## src/rtl/reg_file_pkg.sv

```systemverilog
// Shared sizing constants for the write-port register file.
package reg_file_pkg;
  localparam int DATA_W_DEF = 16;
  localparam int ADDR_W_DEF = 5;
  localparam int NUM_REGS   = 2 ** ADDR_W_DEF;
  localparam int ZERO_REG   = 0;
endpackage

```

## src/rtl/reg_file_wp_decoder.sv

```systemverilog
// Binary-to-one-hot decoder with enable, used for the register write strobe.
module decoder_n_to_onehot #(
  parameter int ADDR_W = 5
) (
  input  logic [ADDR_W-1:0]      addr_i,
  input  logic                   en_i,
  output logic [2**ADDR_W-1:0]   onehot_o
);
  // NOTE: the default assignment first keeps this combinational block latch-free,
  // and the enable gate keeps an unknown address from reaching the strobes.
  always_comb begin
    onehot_o = '0;
    if (en_i) onehot_o[addr_i] = 1'b1;
  end
endmodule

```

## src/rtl/reg_file_wp.sv

```systemverilog
// Two-read, one-write register file with hardwired-zero register 0.
// Define REG_FILE_BYPASS_EN to forward same-cycle write data to the read ports.
module reg_file_wp
  import reg_file_pkg::*;
#(
  parameter int DATA_W = DATA_W_DEF,
  parameter int ADDR_W = ADDR_W_DEF
) (
  input  logic                 clk,
  input  logic                 rst,
  input  logic                 we,
  input  logic [ADDR_W-1:0]    waddr,
  input  logic [DATA_W-1:0]    wdata,
  input  logic [ADDR_W-1:0]    raddr1,
  input  logic [ADDR_W-1:0]    raddr2,
  output logic [DATA_W-1:0]    rdata1,
  output logic [DATA_W-1:0]    rdata2,
  output logic [2**ADDR_W-1:0] wr_onehot
);
  localparam int NREGS = 2 ** ADDR_W;
  localparam logic [ADDR_W-1:0] ZERO_ADDR = ADDR_W'(ZERO_REG);

  logic [DATA_W-1:0] regs_q [NREGS];
  logic [DATA_W-1:0] regs_d [NREGS];
  logic              wr_en;

  assign wr_en = we && !rst && (waddr != ZERO_ADDR);

  decoder_n_to_onehot #(.ADDR_W(ADDR_W)) u_dec (
    .addr_i   (waddr),
    .en_i     (wr_en),
    .onehot_o (wr_onehot)
  );

  always_comb begin
    for (int i = 0; i < NREGS; i++) begin
      regs_d[i] = regs_q[i];
      if (wr_onehot[i]) regs_d[i] = wdata;
    end
  end

  // NOTE: this array is reset because rst must clear every register at once;
  // plain RAM storage would normally be left unreset.
  always_ff @(posedge clk or posedge rst) begin
    if (rst) begin
      for (int i = 0; i < NREGS; i++) regs_q[i] <= '0;
    end else begin
      for (int i = 0; i < NREGS; i++) regs_q[i] <= regs_d[i];
    end
  end

  function automatic logic [DATA_W-1:0] read_port(input logic [ADDR_W-1:0] ra);
    if (rst || ra == ZERO_ADDR) return '0;
`ifdef REG_FILE_BYPASS_EN
    if (wr_en && ra == waddr) return wdata;
`endif
    return regs_q[ra];
  endfunction

  assign rdata1 = read_port(raddr1);
  assign rdata2 = read_port(raddr2);
endmodule

```

## config.mk

```make
export PLATFORM = sky130hd
export DESIGN_NAME = reg_file_wp
export DESIGN_NICKNAME = d
export VERILOG_FILES = /design/src/rtl/reg_file_pkg.sv /design/src/rtl/reg_file_wp_decoder.sv /design/src/rtl/reg_file_wp.sv
export SDC_FILE = /design/constraint.sdc
export NUM_CORES = 1
export LEC_CHECK = 0
export BUFFER_PORTS_ARGS = -buffer_cell sky130_fd_sc_hd__clkbuf_2
export CAP_MARGIN = 30
export CORE_MARGIN = 2
export CORE_UTILIZATION = 40
export CTS_CLUSTER_SIZE = 30
export DETAILED_ROUTE_END_ITERATION = 8
export GPL_ROUTABILITY_DRIVEN = 1
export RECOVER_POWER = 25
export SLEW_MARGIN = 25
export SYNTH_ARGS = -nofsm -noshare
export SYNTH_HDL_FRONTEND = slang
export SYNTH_SLANG_ARGS = --single-unit
```

## constraint.sdc

```tcl
create_clock -name clk -period 36.6 [get_ports clk]
set_clock_uncertainty 0.05 [all_clocks]
set_input_delay 7.32 -clock clk [delete_from_list [all_inputs] [get_ports clk]]
set_output_delay 7.32 -clock clk [all_outputs]
set_load 0.005 [all_outputs]
```

# ---- Word-level counts from Yosys, hierarchy flattened
# Index checks and enable logic that the tools add are counted.
dict set report classes {
  n_addsub 0
  multipliers 0
  div 0
  n_lt_le_gt_ge 4
  n_eq_ne 0
  shifts 0
  muxes 15
  bitwise_logic 2
  reduce_logical 9
}
# op n
set ops {}
lappend ops {{binary-select mux 16 bit (select 5 bit)} 2}
lappend ops {{two-way mux 16 bit} 8}
lappend ops {{two-way mux 32 bit} 1}
lappend ops {{>= comparator 6 bit, second input constant} 2}
lappend ops {{inverter 5 -> 6 bit} 2}
lappend ops {{zero test 5 bit} 2}
lappend ops {{less-than comparator 5 x 6 -> 1 bit, second input constant} 1}
lappend ops {{demux 1 bit (select 5 bit)} 1}
lappend ops {{>= comparator 5 x 1 -> 1 bit, second input constant} 1}
lappend ops {{nonzero test 5 bit} 1}
lappend ops {{logical AND 1 bit} 3}
lappend ops {{two-way mux 1 bit} 3}
lappend ops {{logical OR 1 bit} 2}
lappend ops {{zero test 1 bit} 1}
dict set report totals {
  regBits 512
  latch_bits 0
  mem_bits_rw 0
  romBits 0
  in_bits 34
  out_inout_bits 64
  elab_cells 62
  memories 0
}

# ---- Logic depth before layout (Yosys ltp)
dict set report logic_depth {
  depth_word 5
  mapped_depth 8
  ltp_nobuf 4
}

# ---- Modules after synthesis
# Synthesis repeated with hierarchy kept, for this count alone.
dict set report unflattened {
  hier_cells 1820
  hier_area_um2 27686.6
}
# mod n_inst cells_per_inst area_each_um2 seq_area_each_um2
set by_module_without_submodules {}
lappend by_module_without_submodules {reg_file_wp 1 1773 27456.3 12812.3}
lappend by_module_without_submodules {decoder_n_to_onehot 1 47 230.2 0.0}

# ---- Least setup slack after synthesis
# OpenSTA, ideal clock, no wires.
dict set report synth_timing {
  path_kind {input to output}
  from {in rst}
  to {out rdata2[10]}
  arrival_time_ns 19.603
  required_ns 29.230
  slack_ns 9.627
  cell_stages 6
  path_buffers 2
  cell_sequence {inv_1 -> and3_1 -> clkbuf_1 -> clkbuf_1 -> nand3_1 -> nand4_1}
}
dict set report synth_via {
  elab_chain_len 3
}
# item line
set synth_lines {}
lappend synth_lines {{from (decl)} reg_file_wp.sv:10} ;# input logic rst,
lappend synth_lines {{logical OR 1 bit} reg_file_wp.sv:53} ;# if (rst || ra == ZERO_ADDR) return '0;
lappend synth_lines {{two-way mux 1 bit} reg_file_wp.sv:53}
lappend synth_lines {{two-way mux 16 bit} reg_file_wp.sv:57} ;# return regs_q[ra];
lappend synth_lines {{to (decl)} reg_file_wp.sv:17} ;# output logic [DATA_W-1:0] rdata2,
# Every way passes these cells.

# ---- Worst setup path in the final report
dict set report layout_timing {
  from {in rst}
  to {out rdata2[15]}
}
# Same word-level chain as after synthesis.

==> flow_summary_export.csv <==
group,metric,value,unit
run_status,outcome,"complete, but fails checks",
run_status,violations_in_the_final_reports,"capacitance limit, slew limit",
finish,largest_registers,"regs_q (512)",
clock_network,cts_hold_buf,0,
finish,largest_reg_flops,512,
timing,timing_worst_slew_pin_value,4270,ps
detailed_routing,drcViolationCount,0,
global_routing,global_route.overflow_total,0,
clock_network,cts-buffers-inserted,56,
logic_synthesis,post_synth_inst_count,2224,
power,peakVddDrop,0.0340,mV
logic_synthesis,share_of_the_yosys_chip_area_belonging_to_registers,45.3,%
setup_path,timing_worst_setup_path_type,"input pin to output pin",
logic_synthesis,synth_edf_count,0,
global_routing,pin_count_of_the_biggest_net_entering_global_routing,95,
setup_path,startpoint_type,"input pin",
finish,layout.cell_area.non_filler,0.0311,mm^2
clock_network,cts.root.buffer_cell,"sky130_fd_sc_hd__clkbuf_16",
clock_network,tritoncts,"yes",
logic_synthesis,syn-cell-area,0.0283,mm^2
logic_synthesis,warnings_synthesis,0,
setup_path,cp_slowest_cell,"sky130_fd_sc_hd__clkinvlp_2",
min_path,hold_path.class,"flip-flop to flip-flop",
floorplan,floorplan.core_area,0.0700,mm^2
floorplan,ioPinCount,98,
placed_design,buffers_on_ports,96,
setup_path,critical_path_arrival,13260,ps
global_routing,grt_antenna_before_repair,5,
logic_synthesis,synth_ff_type,"sky130_fd_sc_hd__dfrtp_1",
finish,mostFrequentLayoutCells,"512 x sky130_fd_sc_hd__dfrtp_1, 486 x sky130_fd_sc_hd__mux2_2, 444 x sky130_fd_sc_hd__mux2i_1",
detailed_routing,drtIter0Drc,2075,
finish,drive_gt1_share,36.6,%
power,power.share.switching,27.8,%
timing,final_period_minus_worst_setup_slack,20630,ps
finish,final.fill_count,6310,
global_routing,gr-usage-all-layers,26.2,%
power,pwr-share-comb,16.4,%
power,cellLeakagePower,14.9,nW
placed_design,placed_cells,3099,
min_path,launch_point_of_the_worst_hold_path,"regs_q[498]$_DFFE_PP0P_",
setup_path,worst-endpoint-required,29230,ps
clock_network,clock_tree.htree_level_count,2,
setup_path,worstPathMaxFanout,72,
floorplan,dieHeight,270,um
clock_network,worst_skew_late_latency,620,ps
clock_network,postCtsResizedCells,0,
power,finalPower,1.50,mW
setup_path,crit_path_cell_chain,"clkbuf_1 > clkinvlp_2 > and3_2 > nand3_1 > nand4_1 > clkbuf_2",
finish,top_register,"regs_q",
finish,finalNetCount,2253,
global_routing,grt_pass1_wl,142000,um
setup_path,crit_path_start,"rst",
floorplan,fp.dieW,270,um
clock_network,postCtsSetupBuffers,0,
logic_synthesis,synth_area_per_cell,12.7,um^2
detailed_routing,routed_wl,96800,um
clock_network,clkTransAtPathRegs,60,ps
floorplan,die_area,0.0728,mm^2
setup_path,crit_path_end_kind,"output pin",
finish,finalCoreUtilization,44.4,%
detailed_routing,met3RoutedLength,7160,um
setup_path,cpPeakStageDelay,2810,ps
placed_design,gpl.final_weighted_congestion,0.847,
global_routing,first_global_vias,20100,
job,maxCapViolCount,4,
timing,maxClockFrequency,48.5,MHz
finish,final_common_cell,"sky130_fd_sc_hd__dfrtp_1",
detailed_routing,detail_route.first_pass.iterations,5,
clock_network,clock_sinks,512,
timing,slew_viol_final,302,
placed_design,placement.setup.worst_slack,18480,ps
timing,timing.max_slew.rel_slack,-185,%
finish,layout-area-overhead-vs-synth,10.0,%
logic_synthesis,mappedNetlistNets,2258,
timing,finalSetupViolCount,0,
timing,final_critical_path_setup_slack,15970,ps
placed_design,dpl_cell_area,0.0293,mm^2
power,total_switching_power,417,uW
power,seq_power_share,46.3,%
detailed_routing,post_drt_wl_per_cell,30.3,um
detailed_routing,detail-route-antenna-nets,0,
detailed_routing,routed.top_layer,"met5",
timing,grt_setup_unrepaired,"no",
power,clock_share_of_power,37.3,%
logic_synthesis,synth.distinct_cells,49,
finish,final_cell_count_no_fill,3196,
detailed_routing,met2RoutedLength,43500,um
power,p_int,1.09,mW
detailed_routing,drt-met1-wl,42100,um
timing,setup-tns-final,0,ps
logic_synthesis,ys_async_sr_fraction,100,%
detailed_routing,vias_per_cell,6.22,
setup_path,worstReg2RegStart,"regs_q[47]$_DFFE_PP0P_",
detailed_routing,dr_total_vias,19900,
timing,final_min_period_over_clock_period,56.4,%
placed_design,hpwl,59500,um
floorplan,placement_rows,97,
logic_synthesis,ys_ff_latch,512,
power,power_density,48.4,mW/mm^2
floorplan,initial_utilization,40.4,%
timing,hold_viol_final,0,
timing,whs,349,ps
clock_network,clock_path_buffers,3,
## layout make-up
type | instances | area [um^2] | area share, %
Multi-Input combinational cell | 1469 | 14200 | 45.6
Tap cell | 940 | 1180 | 3.78
Timing Repair Buffer | 163 | 1080 | 3.48
Clock inverter | 11 | 133 | 0.426
Inverter | 17 | 65.1 | 0.209
Clock buffer | 81 | 1640 | 5.26
Antenna cell | 3 | 7.51 | 0.0241
Sequential cell | 512 | 12800 | 41.2
## synthesized netlist by cell type, types with 2 or more instances
cell                            count  area share [%]
sky130_fd_sc_hd__clkbuf_1         106             1.4
sky130_fd_sc_hd__nor2_4            12            0.48
sky130_fd_sc_hd__nor2_1             5           0.066
sky130_fd_sc_hd__nor3_1             2           0.035
sky130_fd_sc_hd__mux2_1             8            0.32
sky130_fd_sc_hd__nor2b_1            8            0.18
sky130_fd_sc_hd__buf_2             59             1.0
sky130_fd_sc_hd__nand3b_2           3            0.12
sky130_fd_sc_hd__nor2_8             4            0.28
sky130_fd_sc_hd__a22oi_1          202             5.4
sky130_fd_sc_hd__o21bai_1           2           0.053
sky130_fd_sc_hd__buf_4             26            0.69
sky130_fd_sc_hd__mux2_4             2            0.11
sky130_fd_sc_hd__nor4_1             2           0.044
sky130_fd_sc_hd__nand4_1           32            0.71
sky130_fd_sc_hd__nand3_1          106             1.9
sky130_fd_sc_hd__and2_1             4           0.089
sky130_fd_sc_hd__nand2_2           15            0.33
sky130_fd_sc_hd__inv_1             17            0.23
sky130_fd_sc_hd__dlygate4sd3_1      8            0.28
sky130_fd_sc_hd__mux4_2            34             2.7
sky130_fd_sc_hd__dfrtp_1          512              45
sky130_fd_sc_hd__clkbuf_8           4            0.19
sky130_fd_sc_hd__a21oi_1           31            0.55
sky130_fd_sc_hd__mux2i_1          444              16
sky130_fd_sc_hd__nor4_2             2           0.089
sky130_fd_sc_hd__o211ai_1           9            0.24
sky130_fd_sc_hd__nor3b_2            7            0.31
sky130_fd_sc_hd__nand2_1           33            0.44
sky130_fd_sc_hd__buf_6             21            0.84
sky130_fd_sc_hd__mux2_2           486              19
## logic make-up after synthesis
kind of cell / Yosys count / synth area share [%]
muxes: 974 / 38.2
and+or+nand+nor: 248 / 5.47
buffers and inverters: 243 / 4.73
DFF: 512 / 45.3
other: 1 / 0.0133
AOI/OAI and AO/OA: 246 / 6.25
## path summary, 6_finish.rpt
kind                                           end  depth (start not counted)  slack, ps
setup / recovery                        rdata2[15]                          6      15970
hold / removal             regs_q[498]$_DFFE_PP0P_                          0        350
setup reg to reg            regs_q[47]$_DFFE_PP0P_                          1      35740
hold reg to reg            regs_q[498]$_DFFE_PP0P_                          0        350
max in group asynchronous   regs_q[98]$_DFFE_PP0P_                          5      23260
min in group asynchronous  regs_q[508]$_DFFE_PP0P_                          2       8100
## power by group through the flow
stage	Combinational, mW	Sequential, mW	Clock [mW]
final	0.247	0.696	0.561
after global placement	0.239	0.698	0
after global routing	0.264	0.705	0.593
after CTS	0.245	0.694	0.569
after detailed placement	0.244	0.704	0
after floorplan	0.186	0.687	0
## per-layer routing
layer  vias to the layer above  global-route usage, %
met5                         -                      0
met4                         6                   9.88
met3                       190                   4.83
met2                       839                   40.2
met1                     10600                   36.8
li1                       8287                      -
## critical path: cells and delay by family
family | cells | cell delay, ps
AND/OR/NAND/NOR | 3 | 2170
buffers and inverters | 3 | 3710
Power figures use the tool's default switching activity.
